File: config.mk
export PLATFORM = sky130hd
export DESIGN_NAME = multicycle_core_p_flat
export DESIGN_NICKNAME = d
export VERILOG_FILES = /design/src/rtl/multicycle_core_p_if.sv /design/src/rtl/multicycle_core_p.sv /design/src/flat_wrapper.sv
export SDC_FILE = /design/constraint.sdc
export NUM_CORES = 1
export LEC_CHECK = 0
export CORE_MARGIN = 10
export CORE_UTILIZATION = 56
export DETAILED_ROUTE_END_ITERATION = 16
export PLACE_DENSITY = 0.85
export SYNTH_ARGS = -nofsm -noshare
export SYNTH_HDL_FRONTEND = slang
export SYNTH_SLANG_ARGS = --single-unit
File: constraint.sdc
create_clock -name clock -period 3 [get_ports clock]
set_input_delay 0.45 -clock clock [delete_from_list [all_inputs] [get_ports clock]]
set_output_delay 0.45 -clock clock [all_outputs]
set_load 0.01 [all_outputs]
File: src/rtl/multicycle_core_p_if.sv
// Memory bus between the multicycle core (master) and external memory (slave).
// req/ack handshake with any number of wait states; ack may be combinational from req.
interface multicycle_core_p_if #(
   parameter int unsigned DATA_W = 8
);
   logic              mem_req;
   logic              mem_we;
   logic [DATA_W-1:0] mem_addr;
   logic [DATA_W-1:0] mem_wdata;
   logic [DATA_W-1:0] mem_rdata;
   logic              mem_ack;

   modport master (
      output mem_req,
      output mem_we,
      output mem_addr,
      output mem_wdata,
      input  mem_rdata,
      input  mem_ack
   );

   modport slave (
      input  mem_req,
      input  mem_we,
      input  mem_addr,
      input  mem_wdata,
      output mem_rdata,
      output mem_ack
   );
endinterface

File: src/rtl/multicycle_core_p.sv
// Parametrised four-register multicycle CPU with 8-bit instructions and a req/ack memory bus.
// Define MULTICYCLE_CORE_MUL_EN to turn opcode 1010 into a shift-add multiply (state MUL).
module multicycle_core_p #(
   parameter int unsigned       DATA_W   = 8,
   parameter logic [DATA_W-1:0] PC_RESET = '0
) (
   input  logic                clock,
   input  logic                reset,
   multicycle_core_p_if.master mem,
   output logic [DATA_W-1:0]   pc,
   output logic                flag_n,
   output logic                flag_z,
   output logic [3:0]          state,
   output logic [DATA_W-1:0]   r0,
   output logic [DATA_W-1:0]   r1,
   output logic [DATA_W-1:0]   r2,
   output logic [DATA_W-1:0]   r3
);

   typedef enum logic [3:0] {
      FETCH  = 4'd0,
      DECODE = 4'd1,
      EXEC   = 4'd2,
      MEM    = 4'd3,
      WB     = 4'd4,
      MUL    = 4'd5
   } state_t;

   state_t            state_q, state_d;
   logic [DATA_W-1:0] pc_q, pc_d;
   logic [7:0]        ir_q, ir_d;
   logic [DATA_W-1:0] regs_q [4];
   logic [DATA_W-1:0] regs_d [4];
   logic [DATA_W-1:0] opA_q, opA_d;
   logic [DATA_W-1:0] opB_q, opB_d;
   logic [DATA_W-1:0] aluOut_q, aluOut_d;
   logic [DATA_W-1:0] mdr_q, mdr_d;
   logic              flagN_q, flagN_d;
   logic              flagZ_q, flagZ_d;

   logic              memReq;
   logic              memWe;
   logic [DATA_W-1:0] memAddr;
   logic [DATA_W-1:0] memWdata;

   logic [3:0]        op;
   logic [1:0]        rA, rB, wbDest;
   logic              isLoad, isStore, isAdd, isSub, isNand, isOri, isShift;
   logic              isBz, isBnz, isBpz, isAlu, branchTaken;
   logic [DATA_W-1:0] imm5, imm4, aluResult;

   assign op      = ir_q[3:0];
   assign rA      = ir_q[7:6];
   assign rB      = ir_q[5:4];
   assign isLoad  = (op == 4'b0000);
   assign isStore = (op == 4'b0010);
   assign isAdd   = (op == 4'b0100);
   assign isSub   = (op == 4'b0110);
   assign isNand  = (op == 4'b1000);
   assign isOri   = (op[2:0] == 3'b111);
   assign isShift = (op[2:0] == 3'b011);
   assign isBz    = (op == 4'b0101);
   assign isBnz   = (op == 4'b1001);
   assign isBpz   = (op == 4'b1101);
   assign isAlu   = isAdd | isSub | isNand | isOri | isShift;

   assign branchTaken = (isBz & flagZ_q) | (isBnz & ~flagZ_q) | (isBpz & ~flagN_q);

   // ORI always targets r1 regardless of the rA field, which overlaps imm5.
   assign wbDest = isOri ? 2'd1 : rA;
   assign imm5   = {{(DATA_W-5){1'b0}}, ir_q[7:3]};
   assign imm4   = {{(DATA_W-4){ir_q[7]}}, ir_q[7:4]};

`ifdef MULTICYCLE_CORE_MUL_EN
   localparam int unsigned CNT_W = (DATA_W > 1) ? $clog2(DATA_W) : 1;

   logic              isMul;
   logic [CNT_W-1:0]  mulCnt_q, mulCnt_d;
   logic [DATA_W-1:0] mulAcc;

   assign isMul  = (op == 4'b1010);
   assign mulAcc = aluOut_q + (opB_q[0] ? opA_q : '0);

   always_ff @(posedge clock or posedge reset) begin
      if (reset) begin
         mulCnt_q <= '0;
      end else begin
         mulCnt_q <= mulCnt_d;
      end
   end
`endif

   always_comb begin
      aluResult = '0;
      if (isAdd) begin
         aluResult = opA_q + opB_q;
      end else if (isSub) begin
         aluResult = opA_q - opB_q;
      end else if (isNand) begin
         aluResult = ~(opA_q & opB_q);
      end else if (isOri) begin
         aluResult = opA_q | imm5;
      end else if (isShift) begin
         aluResult = ir_q[5] ? (opA_q >> ir_q[4:3]) : (opA_q << ir_q[4:3]);
      end
   end

   // Next-state and bus control; a pending request with no ack leaves everything in place.
   always_comb begin
      state_d  = state_q;
      pc_d     = pc_q;
      ir_d     = ir_q;
      regs_d   = regs_q;
      opA_d    = opA_q;
      opB_d    = opB_q;
      aluOut_d = aluOut_q;
      mdr_d    = mdr_q;
      flagN_d  = flagN_q;
      flagZ_d  = flagZ_q;
      memReq   = 1'b0;
      memWe    = 1'b0;
      memAddr  = '0;
      memWdata = '0;
`ifdef MULTICYCLE_CORE_MUL_EN
      mulCnt_d = mulCnt_q;
`endif

      case (state_q)
         FETCH: begin
            memReq  = 1'b1;
            memAddr = pc_q;
            if (mem.mem_ack) begin
               ir_d    = mem.mem_rdata[7:0];
               pc_d    = pc_q + DATA_W'(1);
               state_d = DECODE;
            end
         end

         DECODE: begin
            opA_d = isOri ? regs_q[1] : regs_q[rA];
            opB_d = regs_q[rB];
            if (isLoad || isStore) begin
               state_d = MEM;
`ifdef MULTICYCLE_CORE_MUL_EN
            end else if (isMul) begin
               aluOut_d = '0;
               mulCnt_d = '0;
               state_d  = MUL;
`endif
            end else begin
               state_d = EXEC;
            end
         end

         EXEC: begin
            if (isAlu) begin
               aluOut_d = aluResult;
               flagN_d  = aluResult[DATA_W-1];
               flagZ_d  = (aluResult == '0);
               state_d  = WB;
            end else begin
               if (branchTaken) begin
                  pc_d = pc_q + imm4;
               end
               state_d = FETCH;
            end
         end

         MEM: begin
            memReq   = 1'b1;
            memWe    = isStore;
            memAddr  = opB_q;
            memWdata = isStore ? opA_q : '0;
            if (mem.mem_ack) begin
               if (isStore) begin
                  state_d = FETCH;
               end else begin
                  mdr_d   = mem.mem_rdata;
                  state_d = WB;
               end
            end
         end

         WB: begin
            regs_d[wbDest] = isLoad ? mdr_q : aluOut_q;
            state_d        = FETCH;
         end

`ifdef MULTICYCLE_CORE_MUL_EN
         // One multiplier bit per cycle: aluOut accumulates, opA shifts up, opB shifts down.
         MUL: begin
            aluOut_d = mulAcc;
            opA_d    = opA_q << 1;
            opB_d    = opB_q >> 1;
            mulCnt_d = mulCnt_q + CNT_W'(1);
            if (mulCnt_q == CNT_W'(DATA_W - 1)) begin
               flagN_d = mulAcc[DATA_W-1];
               flagZ_d = (mulAcc == '0);
               state_d = WB;
            end
         end
`endif

         default: begin
            state_d = FETCH;
         end
      endcase
   end

   always_ff @(posedge clock or posedge reset) begin
      if (reset) begin
         state_q  <= FETCH;
         pc_q     <= PC_RESET;
         ir_q     <= '0;
         for (int i = 0; i < 4; i++) begin
            regs_q[i] <= '0;
         end
         opA_q    <= '0;
         opB_q    <= '0;
         aluOut_q <= '0;
         mdr_q    <= '0;
         flagN_q  <= 1'b0;
         flagZ_q  <= 1'b0;
      end else begin
         state_q  <= state_d;
         pc_q     <= pc_d;
         ir_q     <= ir_d;
         regs_q   <= regs_d;
         opA_q    <= opA_d;
         opB_q    <= opB_d;
         aluOut_q <= aluOut_d;
         mdr_q    <= mdr_d;
         flagN_q  <= flagN_d;
         flagZ_q  <= flagZ_d;
      end
   end

   // The bus goes quiet the instant reset rises, abandoning any access in flight.
   assign mem.mem_req   = memReq & ~reset;
   assign mem.mem_we    = memWe & ~reset;
   assign mem.mem_addr  = reset ? '0 : memAddr;
   assign mem.mem_wdata = reset ? '0 : memWdata;

   assign pc     = pc_q;
   assign flag_n = flagN_q;
   assign flag_z = flagZ_q;
   assign state  = state_q;
   assign r0     = regs_q[0];
   assign r1     = regs_q[1];
   assign r2     = regs_q[2];
   assign r3     = regs_q[3];

endmodule

File: src/flat_wrapper.sv
// flat-port wrapper written by rule: the top's interface ports become plain ports
module multicycle_core_p_flat 
#(
   parameter int unsigned       DATA_W   = 8,
   parameter logic [DATA_W-1:0] PC_RESET = '0
)
  (clock, reset, pc, flag_n, flag_z, state, r0, r1, r2, r3, mem_mem_req, mem_mem_we, mem_mem_addr, mem_mem_wdata, mem_mem_rdata, mem_mem_ack);
  multicycle_core_p_if #(.DATA_W(DATA_W)) mem_i ();
  input  logic clock;
  input  logic reset;
  output logic [DATA_W-1:0] pc;
  output logic flag_n;
  output logic flag_z;
  output logic [3:0] state;
  output logic [DATA_W-1:0] r0;
  output logic [DATA_W-1:0] r1;
  output logic [DATA_W-1:0] r2;
  output logic [DATA_W-1:0] r3;
  output wire logic [$bits(mem_i.mem_req)-1:0] mem_mem_req;
  output wire logic [$bits(mem_i.mem_we)-1:0] mem_mem_we;
  output wire logic [$bits(mem_i.mem_addr)-1:0] mem_mem_addr;
  output wire logic [$bits(mem_i.mem_wdata)-1:0] mem_mem_wdata;
  input wire logic [$bits(mem_i.mem_rdata)-1:0] mem_mem_rdata;
  input wire logic [$bits(mem_i.mem_ack)-1:0] mem_mem_ack;
  assign mem_mem_req = mem_i.mem_req;
  assign mem_mem_we = mem_i.mem_we;
  assign mem_mem_addr = mem_i.mem_addr;
  assign mem_mem_wdata = mem_i.mem_wdata;
  assign mem_i.mem_rdata = mem_mem_rdata;
  assign mem_i.mem_ack = mem_mem_ack;
  multicycle_core_p #(.DATA_W(DATA_W), .PC_RESET(PC_RESET)) u_core (.clock(clock), .reset(reset), .mem(mem_i), .pc(pc), .flag_n(flag_n), .flag_z(flag_z), .state(state), .r0(r0), .r1(r1), .r2(r2), .r3(r3));
endmodule
==> summary.md, run 1 <==
| Metric | Value |
|---|---|
| Clock insertion delay at the later pin of the skew report | between 0.3 and 0.4 ns |
| Status | finished clean |
| Post-DR wirelength/cell | 20.9 um |
| Crit path capture type | output pin |
| Initial core utilization | 0.572 |
| Fin nets | between 600 and 700 |
| Clk sinks | 84 |
| DP Area | roughly 6500 um^2 |
| Via Count | 5,033 |
| TritonCTS Buffers | 9 |
| I/O pin count | 75 |
| Root Buffer | clkbuf_8 |
| HP Class | reg2reg |
| Post-synth EDFFs | 0 |
| Pre-CTS setup slack | between 0.1 and 0.15 ns |
| Asr flop ratio synth | 1.00 |
| Worst Setup Slack, final | 0.122 ns |
| Overall die area | roughly 14,000 um^2 |
| Die Ht | about 120 um |
| Routed WL | 16,500 um |
| Worst-Margin Slew | 0.721 ns |
| Crit path launch type | register |
| Cts hold-fix bufs | 0 |
| Fraction of layout instances using a drive strength above 1 | 0.160 |
| RSZ-0062 raised after global routing | false |
| Power Dens Cells | about 1100 nW/um^2 |
| Synth unique cells | 77 |
| Pwr Total | 0.00764 W |
| GRT Util Overall | 0.230 |
| Skew final | about 0.011 ns |
| Die X | roughly 120 um |
| Fmax | around 350 MHz |
| Layout Area Growth over Synthesis | 19.2% |
| Hpwl dp | roughly 12,000 um |
| Arrival time at the worst endpoint | around 2.4 ns |
| Setup CP Type | reg2out |
| Post-synthesis register bit count | between 80 and 90 |
| Post-CTS setup buffers | 0 |
| Antenna violations before repair | 0 |
| Critical Path Fanout Max | 6 |
| Remaining Overflow, GRT | 0 |
| First-pass GRT wire length | approximately 27,000 um |
| Slew Limit Fails | 0 |
| # DRC | 0 |
| Mapped Cells | between 500 and 600 |
| Seq/Total Area, Yosys | 0.376 |
| Fillers | ~770 |
| Number of buffers on the longest clock path | 2 |
| First-pass DRT Iterations | 5 |
| Vias per cell | roughly 6.4 |
| Routability cong. | about 0.94 |
| Commonest non-fill, non-tap cell in the layout | dfrtp_1 |
| Post-DRT Antenna Nets | 0 |
| Max VDD drop | 0.705 mV |
| Final setup viols | 0 |
| Setup TNS | 0 ns |
| Vias in the first global route | a little under 5,000 |
| Fin util | 0.683 |
| Buffers on Ports | 73 |
| Tmin final | about 2.9 ns |
| Max_cap viols | 0 |
| Diodes inserted | 0 |
| H-tree levels | 3 |
| Largest net degree at the start of global routing | 51 |
| Relative slew slack | 0.516 |
| Syn Area/Cell | roughly 9.5 um^2 |
| Final period utilization | 0.959 |
| DR iter-0 viols | 554 |
| Clock transition at path regs | ~0.090 ns |
| Predominant post-synthesis flop cell | dfrtp_1 |
| Mapped Nets | 628 |
| Rows | 36 |
| Critical path required time | around 2.6 ns |
| Synthesized area | ~5600 um^2 |
| Syn. warnings | 0 |
| Core Area | ~9800 um^2 |
| Commonest non-fill, non-tap cells in the layout | dfrtp_1, clkdlybuf4s50_1, nand2_1, nor2_1, o21ai_0 |
| Hold Vio Cnt, Final | 0 |
| CTS tree | yes |
| LEAKAGE | about 2.8 nW |
| Fin area | 6670 um^2 |
[sequential cells by signal, indices dropped and copies added (netlist names)]
register	cells
u_core.r3	8
u_core.flag_z	1
u_core.mdr_q	8
u_core.flag_n	1
u_core.opA_q	8
u_core.state	3
u_core.pc	8
u_core.opB_q	8
u_core.aluOut_q	7
u_core.r1	8
u_core.ir_q	8
u_core.r0	8
u_core.r2	8
[stage by stage]
stage,hold slack (ns),cells
2_1_floorplan,0.448,591
3_3_place_gp,0.481,773
3_5_place_dp,0.484,773
4_1_cts,0.515,789
5_1_grt,0.540,789
6_report,0.514,789
[what timing repair did]
| item | CTS | global route |
|---|---|---|
| setup endpoints to repair | 5 | 1 |
| cloned | 0 | 0 |
| pin swaps | 0 | 0 |
| gates resized for setup | 2 | 1 |
[where the power goes]
group          switching [W]  internal [W]  total [W]
Sequential          0.000648       0.00159    0.00223
Clock               0.000451      0.000398   0.000849
Combinational        0.00244       0.00211    0.00455
Total                0.00354       0.00409    0.00764
[metal layers]
| layer | routed length [um] | global-route usage |
|---|---|---|
| met1 | 6780 | 0.300 |
| met3 | 1470 | 0.0577 |
| met2 | 7760 | 0.366 |
| met5 | 0 | 0 |
| met4 | 466 | 0.0777 |
[final timing paths]
check | start | endpoint | slack [ns] | cells after the start
hold / removal | u_core.aluOut_q[1] | u_core.aluOut_q[1] | 0.51 | 2
setup / recovery | u_core.ir_q[2] | mem_mem_wdata[6] | 0.12 | 5
max in group asynchronous | reset | u_core.pc[6] | 1.79 | 3
setup reg to reg | u_core.opB_q[0] | u_core.aluOut_q[6] | 0.24 | 10
min in group asynchronous | reset | u_core.r3[1] | 0.55 | 2
hold reg to reg | u_core.aluOut_q[1] | u_core.aluOut_q[1] | 0.51 | 2
[logic make-up (layout without fill, tap and decap cells)]
| logic type | after synthesis | after routing | synth area share |
|---|---|---|---|
| multiplexers | 66 | 66 | 0.149 |
| AND/OR/NAND/NOR | 189 | 189 | 0.175 |
| other | 1 | 1 | 0.000670 |
| buffers and inverters | 63 | 128 | 0.0508 |
| AO/OA/AOI/OAI | 153 | 153 | 0.173 |
| adder cells (fa/ha/maj) | 26 | 26 | 0.0622 |
| XOR/XNOR | 9 | 9 | 0.0141 |
| flip-flops | 84 | 84 | 0.376 |
[synth_stat cells (all sizes together), types with 4 or more instances]
| library cell | number | area [um^2] |
|---|---|---|
| dfrtp | 84 | 2100 |
| nand2 | 73 | 282 |
| o21ai | 66 | 330 |
| nor2 | 36 | 138 |
| mux2 | 29 | 327 |
| mux2i | 26 | 260 |
| a21oi | 24 | 120 |
| clkbuf | 23 | 87.6 |
| ha | 23 | 288 |
| buf | 22 | 129 |
| inv | 18 | 67.6 |
| nor3 | 13 | 76.3 |
| and2 | 11 | 68.8 |
| mux4 | 11 | 248 |
| o22ai | 11 | 75.1 |
| a22oi | 10 | 75.1 |
| nand3 | 10 | 55.1 |
| nor2b | 8 | 50.1 |
| nor4 | 7 | 71.3 |
| xnor2 | 6 | 52.6 |
| a211oi | 5 | 37.5 |
| nand2b | 5 | 31.3 |
| nor3b | 5 | 42.5 |
| or2 | 5 | 31.3 |
| a31oi | 4 | 25.0 |
| and3 | 4 | 30.0 |
| o21a | 4 | 30.0 |
[worst max-delay path: stages, from the launching register on]
cell and delay (ns):
dfrtp_1 0.40, nor3_1 0.33, nand2_1 0.25, nor3_2 0.34, and2_1 0.19, clkdlybuf4s50_1 0.55
[final cells by class]
cell class / count / area (um^2) / area share
multi-input cells: 444 / 3230 / 0.484
flip-flops and latches: 84 / 2100 / 0.315
repair buffers: 94 / 901 / 0.135
well taps: 133 / 166 / 0.0249
clock buffers: 9 / 124 / 0.0186
clock inverters: 7 / 81.3 / 0.0122
inverters: 18 / 68.8 / 0.0103
Power figures use the tool's default switching activity.
==> run 2, diff against run 1 <==
--- a/config.mk
+++ b/config.mk
@@ -5,8 +5,11 @@
 export SDC_FILE = /design/constraint.sdc
 export NUM_CORES = 1
 export LEC_CHECK = 0
+export CELL_PAD_IN_SITES_DETAIL_PLACEMENT = 0
+export CELL_PAD_IN_SITES_GLOBAL_PLACEMENT = 1
 export CORE_MARGIN = 10
-export CORE_UTILIZATION = 56
+export CORE_UTILIZATION = 43
+export CTS_CLUSTER_SIZE = 16
 export DETAILED_ROUTE_END_ITERATION = 16
 export PLACE_DENSITY = 0.85
 export SYNTH_ARGS = -nofsm -noshare
==> run 2 against run 1 <==
  * Setup slack improved by 0.047 ns
  * Non-clock buffer count grew 2
  * Sequential share of layout area decreased by 0.75 points
  * Power grew 4.2%
  * Combinational power is 3% higher
  * Critical path type unchanged
  * Design area up 2.4%
  * Largest cell class unchanged
==> summary.md, run 2 (same netlist as run 1, synthesis figures left out) <==
| Metric | Value |
|---|---|
| Core Area | around 13,000 um^2 |
| Remaining Overflow, GRT | 0 |
| Slowest cell delay on critical path | 0.54 ns |
| Antenna violations before repair | 0 |
| Vias per cell | approximately 5.8 |
| First-pass DRT Iterations | 5 |
| # DRC | 0 |
| R2R Path End | u_core.flag_z |
| Max_cap viols | 0 |
| Relative slew slack | 0.471 |
| H-tree levels | 3 |
| Crit path capture type | output pin |
| Commonest non-fill, non-tap cell in the layout | dfrtp_1 |
| Clock transition at path regs | 0.07 ns |
| CP top delay family | simple AND/OR/NAND/NOR gates |
| Rows | between 40 and 50 |
| Final Non-Filler Cells | slightly above 800 |
| GRT Util Overall | 0.194 |
| Critical path buffer and inverter count | 1 |
| Hold Vio Cnt, Final | 0 |
| Vias in the first global route | between 4,000 and 5,000 |
| Critical Path Fanout Max | 6 |
| Dpl cells | between 800 and 900 |
| Buffers on Ports | 73 |
| Clk sinks | 84 |
| Arrival time at the worst endpoint | ~2.4 ns |
| Max VDD drop | between 0.5 and 0.6 mV |
| Fin nets | roughly 700 |
| Commonest non-fill, non-tap cells in the layout | dfrtp_1, clkdlybuf4s50_1, nand2_1, nor2_1, o21ai_0 |
| Skew final | between 0.01 and 0.015 ns |
| Status | finished clean |
| Final period utilization | 0.944 |
| Diodes inserted | 0 |
| CTS tree | yes |
| Slew Limit Fails | 0 |
| I/O pin count | 75 |
| Critical path required time | 2.55 ns |
| Post-cts resize count | 0 |
| Fraction of layout instances using a drive strength above 1 | 0.158 |
| Fillers | approximately 1,200 |
| First-pass GRT wire length | ~27,000 um |
| Crit path launch type | register |
| Post-DR wirelength/cell | around 21 um |
| Fmax | 353 MHz |
| Final setup viols | 0 |
| Worst-Margin Slew | between 0.7 and 0.8 ns |
| Setup CP Type | reg2out |
| Via Count | 4,830 |
| DR iter-0 viols | between 400 and 500 |
| Root Buffer | clkbuf_16 |
| Post-DRT Antenna Nets | 0 |
| FF-to-FF setup slack | roughly 0.38 ns |
| Layout Area Growth over Synthesis | 22.0% |
| Cell Chain, Critical Path | nor3_1, nand2_1, nor3_2, and2_1, clkdlybuf4s50_1 |
| Worst reg2reg path startpoint | u_core.opB_q[1] |
| Tmin final | roughly 2.8 ns |
| Die X | ~130 um |
| Routability cong. | ~0.9 |
| R2R depth | 9 |
| Slowest-stage cell, CP | clkdlybuf4s50_1 |
| RSZ-0062 raised after global routing | false |
| Number of buffers on the longest clock path | 2 |
| Initial core utilization | 0.442 |
| Largest net degree at the start of global routing | 50 |
| Overall die area | around 18,000 um^2 |
| Setup TNS | 0 ns |
| Routed WL | between 15,000 and 20,000 um |
| LEAKAGE | roughly 2.8 nW |
| TritonCTS Buffers | 9 |
| Post-CTS setup buffers | 0 |
| Clock insertion delay at the later pin of the skew report | roughly 0.35 ns |
| Hpwl dp | around 13,000 um |
| HP Class | in2async |
| Cts hold-fix bufs | 0 |
| Power Dens Cells | between 1000 and 1500 nW/um^2 |
| Die Ht | roughly 130 um |
==> run 2: changes by cell type in the layout (fill, tap and decap cells not counted), sizes merged <==
cell	change
buf	+2
clkbuf	+2
clkinvlp	+3
inv	-2
clkinv	-3
==> run 2: cell type report <==
| class | instances | area (um^2) | area share |
|---|---|---|---|
| clock buffer | 11 | 233 | 0.0341 |
| sequential | 84 | 2100 | 0.308 |
| timing repair buffer | 96 | 928 | 0.136 |
| clock inverter | 5 | 61.3 | 0.00898 |
| inverter | 18 | 68.8 | 0.0101 |
| multi-input combinational | 444 | 3220 | 0.472 |
| tap | 172 | 215 | 0.0315 |
==> run 2: where the power goes <==
part | leakage (nW) | internal, W | switching, W
Sequential | 1.10 | 0.00159 | 0.000559
Clock | 0.132 | 0.000648 | 0.000465
Combinational | 1.58 | 0.00214 | 0.00256
Total | 2.81 | 0.00438 | 0.00358
==> run 2: worst max-delay path by stage <==
stage | slack [ns] | endpoint | startpoint | cells past startpoint
final | 0.17 | mem_mem_wdata[4] | u_core.ir_q[2] | 5
after global routing | 0.05 | mem_mem_wdata[7] | u_core.ir_q[2] | 5
after CTS | 0.03 | mem_mem_wdata[4] | u_core.ir_q[2] | 5
after detailed placement | 0.18 | mem_mem_wdata[4] | reset | 5
after global placement | 0.24 | mem_mem_wdata[7] | reset | 5
after floorplan | 0.26 | u_core.pc[7] | u_core.ir_q[5] | 12
==> run 2: worst register-to-register path, delay by kind of cell (launching register included) <==
family                     cells  cell delay (ns)
AOI/OAI and AO/OA              5             1.23
adders and majority gates      1             0.31
muxes                          1             0.24
and+or+nand+nor                1             0.10
buffers and inverters          1             0.14
DFF                            1             0.52
==> run 2: through the flow <==
stage	hold WS [ns]	utilization	area, um^2	power, W	setup WS (ns)
2_1_floorplan	0.448	-	5600	0.00513	0.255
3_3_place_gp	0.479	0.515	6530	0.00668	0.243
3_5_place_dp	0.486	0.515	6530	0.00680	0.183
4_1_cts	0.503	0.539	6820	0.00795	0.0299
5_1_grt	0.513	0.539	6830	0.00851	0.0473
6_report	0.506	0.539	6830	0.00796	0.169
==> run 2: metal layers <==
layer  up-vias  part of all wire  track usage
met2       179              0.47        0.300
li1       2248                 -            -
met4         0             0.023       0.0744
met3        23             0.078       0.0530
met1      2380              0.43        0.251
met5         -                 0            0
==> run 3, diff against run 2 <==
--- a/config.mk
+++ b/config.mk
@@ -12,6 +12,7 @@
 export CTS_CLUSTER_SIZE = 16
 export DETAILED_ROUTE_END_ITERATION = 16
 export PLACE_DENSITY = 0.85
+export RECOVER_POWER = 100
 export SYNTH_ARGS = -nofsm -noshare
 export SYNTH_HDL_FRONTEND = slang
 export SYNTH_SLANG_ARGS = --single-unit
==> run 3 against run 2 <==
  * Sequential power barely moved
  * Global-route usage did not move
  * Wire length rose by 0.42%
  * Largest power group unchanged
  * The flow now finishes with violations (capacitance limit, slew limit)
  * Critical endpoint is now mem_mem_wdata[1]
==> summary.md, run 3 (same netlist as run 1, synthesis figures left out) <==
| Metric | Value |
|---|---|
| Critical path required time | 2.55 ns |
| Met2 Usage GRT | 0.300 |
| Root Buffer | clkbuf_16 |
| First-pass DRT Iterations | 5 |
| First-pass GRT wire length | roughly 27,000 um |
| Clock transition at path regs | 0.06 ns |
| Number of buffers on the longest clock path | 2 |
| Crit path launch type | input pin |
| CTS tree | yes |
| Hpwl dp | roughly 13,000 um |
| GRT met1 Usage | 0.251 |
| Sequential cell area | around 2100 um^2 |
| # DRC | 0 |
| Fraction of layout instances using a drive strength above 1 | 0.144 |
| Layout Area Growth over Synthesis | 21.0% |
| Clock insertion delay at the later pin of the skew report | 0.35 ns |
| Critical Path Fanout Max | 8 |
| GRT Util Overall | 0.194 |
| Post-DR wirelength/cell | between 20 and 25 um |
| Die Ht | 134 um |
| Commonest non-fill, non-tap cell in the layout | dfrtp_1 |
| Met3 usage | 0.0530 |
| WHS Endpoint | u_core.aluOut_q[1] |
| Hold_sp | u_core.aluOut_q[1] |
| Diodes inserted | 0 |
| DR iter-0 viols | between 300 and 400 |
| Relative slew slack | -0.0926 |
| Core Area | about 13,000 um^2 |
| Max VDD drop | between 0.5 and 0.6 mV |
| Hold Vio Cnt, Final | 0 |
| Vias per cell | between 5 and 6 |
| Fin nets | just under 700 |
| Status | finished with violations |
| LEAKAGE | 2.93 nW |
| Failing checks | capacitance limit, slew limit |
| Skew final | 0.0124 ns |
| Final setup viols | 0 |
| Gr busiest metal | met2 |
| CP top delay family | buffers and inverters |
| TritonCTS Buffers | 9 |
| Slowest cell delay on critical path | between 0.6 and 0.7 ns |
| Routability cong. | about 0.9 |
| Fillers | about 1,200 |
| H-tree levels | 3 |
| Buffers on Ports | 73 |
| Antenna violations before repair | 0 |
| Post-DRT Antenna Nets | 0 |
| Slew Limit Fails | 37 |
| Worst-Margin Slew | 1.63 ns |
| Initial core utilization | 0.442 |
| Vias in the first global route | between 4,000 and 5,000 |
| I/O pin count | 75 |
| Pwr Total | ~0.0078 W |
| Setup CP Type | in2out |
| Die X | 134 um |
| Max_cap viols | 1 |
| R2R Path End | u_core.pc[6] |
| Power Dens Cells | roughly 1100 nW/um^2 |
| Final period utilization | 0.970 |
| FF-to-FF setup slack | about 0.18 ns |
| Slowest-stage cell, CP | dlygate4sd3_1 |
| Commonest non-fill, non-tap cells in the layout | dfrtp_1, nand2_1, o21ai_0, dlygate4sd3_1, nor2_1 |
| Via Count | between 4,000 and 5,000 |
| Remaining Overflow, GRT | 0 |
| Setup TNS | 0 ns |
| Rows | 41 |
| Multi-input gate area | 3190 um^2 |
| Worst reg2reg path startpoint | u_core.state[0] |
| Arrival time at the worst endpoint | 2.46 ns |
| R2R depth | 11 |
| Hold Crit Depth | 2 |
| Fmax | roughly 340 MHz |
| Crit path capture type | output pin |
| CP most frequent cell | dlygate4sd3_1 |
| Overall die area | 18,000 um^2 |
| Clk sinks | between 80 and 90 |
| Critical path buffer and inverter count | 3 |
| Routed WL | between 15,000 and 20,000 um |
| HP Class | reg2reg |
| Post-CTS setup buffers | 0 |
| RSZ-0062 raised after global routing | false |
| Tmin final | just under 3 ns |
| Largest net degree at the start of global routing | 50 |
| Cell Chain, Critical Path | dlygate4sd3_1, or2_2, buf_4, nor4_1, dlygate4sd3_1 |
[run 3: cell types whose count changed in the layout (fill, tap and decap cells not counted), sizes merged]
cell	delta
clkdlybuf4s50	-58
dlygate4sd3	+58
buf	-6
clkbuf	+6
clkinv	-1
clkinvlp	+1
[run 3: layer usage]
| metal | up-vias | share of wire |
|---|---|---|
| li1 | 2255 | - |
| met2 | 176 | 0.46 |
| met1 | 2411 | 0.44 |
| met5 | - | 0 |
| met3 | 26 | 0.078 |
| met4 | 0 | 0.024 |
[run 3: how the worst max path moves through the flow]
stage / startpoint / end / slack [ns] / cells after the start
2_1_floorplan: u_core.ir_q[5] / u_core.pc[7] / 0.26 / 12
3_5_place_dp: reset / mem_mem_wdata[4] / 0.18 / 5
3_3_place_gp: reset / mem_mem_wdata[7] / 0.24 / 5
6_report: reset / mem_mem_wdata[1] / 0.09 / 5
5_1_grt: u_core.state[0] / u_core.pc[7] / 0.02 / 11
4_1_cts: u_core.ir_q[2] / mem_mem_wdata[4] / 0.03 / 5
[run 3: through the flow]
| step | utilization | hold WS (ns) | setup WS, ns | cells | cell area (um^2) |
|---|---|---|---|---|---|
| 2_1_floorplan | - | 0.448 | 0.255 | 591 | 5600 |
| 3_3_place_gp | 0.515 | 0.479 | 0.243 | 814 | 6530 |
| 3_5_place_dp | 0.515 | 0.486 | 0.183 | 814 | 6530 |
| 4_1_cts | 0.539 | 0.503 | 0.0299 | 830 | 6820 |
| 5_1_grt | 0.535 | 0.513 | 0.0201 | 830 | 6770 |
| 6_report | 0.535 | 0.507 | 0.0895 | 830 | 6770 |
[run 3: worst register-to-register path, stage by stage, from the launching register on]
cell and delay, ns:
dfrtp_1 0.40, nor3b_2 0.22, clkbuf_1 0.34, nand2b_1 0.12, ha_1 0.23, fa_1 0.43, a21o_1 0.19, a21oi_1 0.22
o21bai_1 0.11, a21oi_1 0.21, xor2_1 0.16, o21ai_1 0.07
[run 3: layout make-up]
type,instances,share of cell area
clock buffer,11,0.0344
clock inverter,5,0.00905
inverter,18,0.0102
multi-input combinational,444,0.472
sequential,84,0.310
tap,172,0.0318
timing repair buffer,96,0.133
[run 3: timing repair]
item | CTS | global route
resized for setup | 0 | 1
hold buffers | 0 | 0
setup endpoints to repair | 0 | 6
[run 3: power by group]
part / internal (W) / total [W] / switching, W
combinational: 0.00200 / 0.00452 / 0.00252
sequential: 0.00159 / 0.00214 / 0.000552
clock: 0.000648 / 0.00112 / 0.000468
total: 0.00424 / 0.00778 / 0.00354
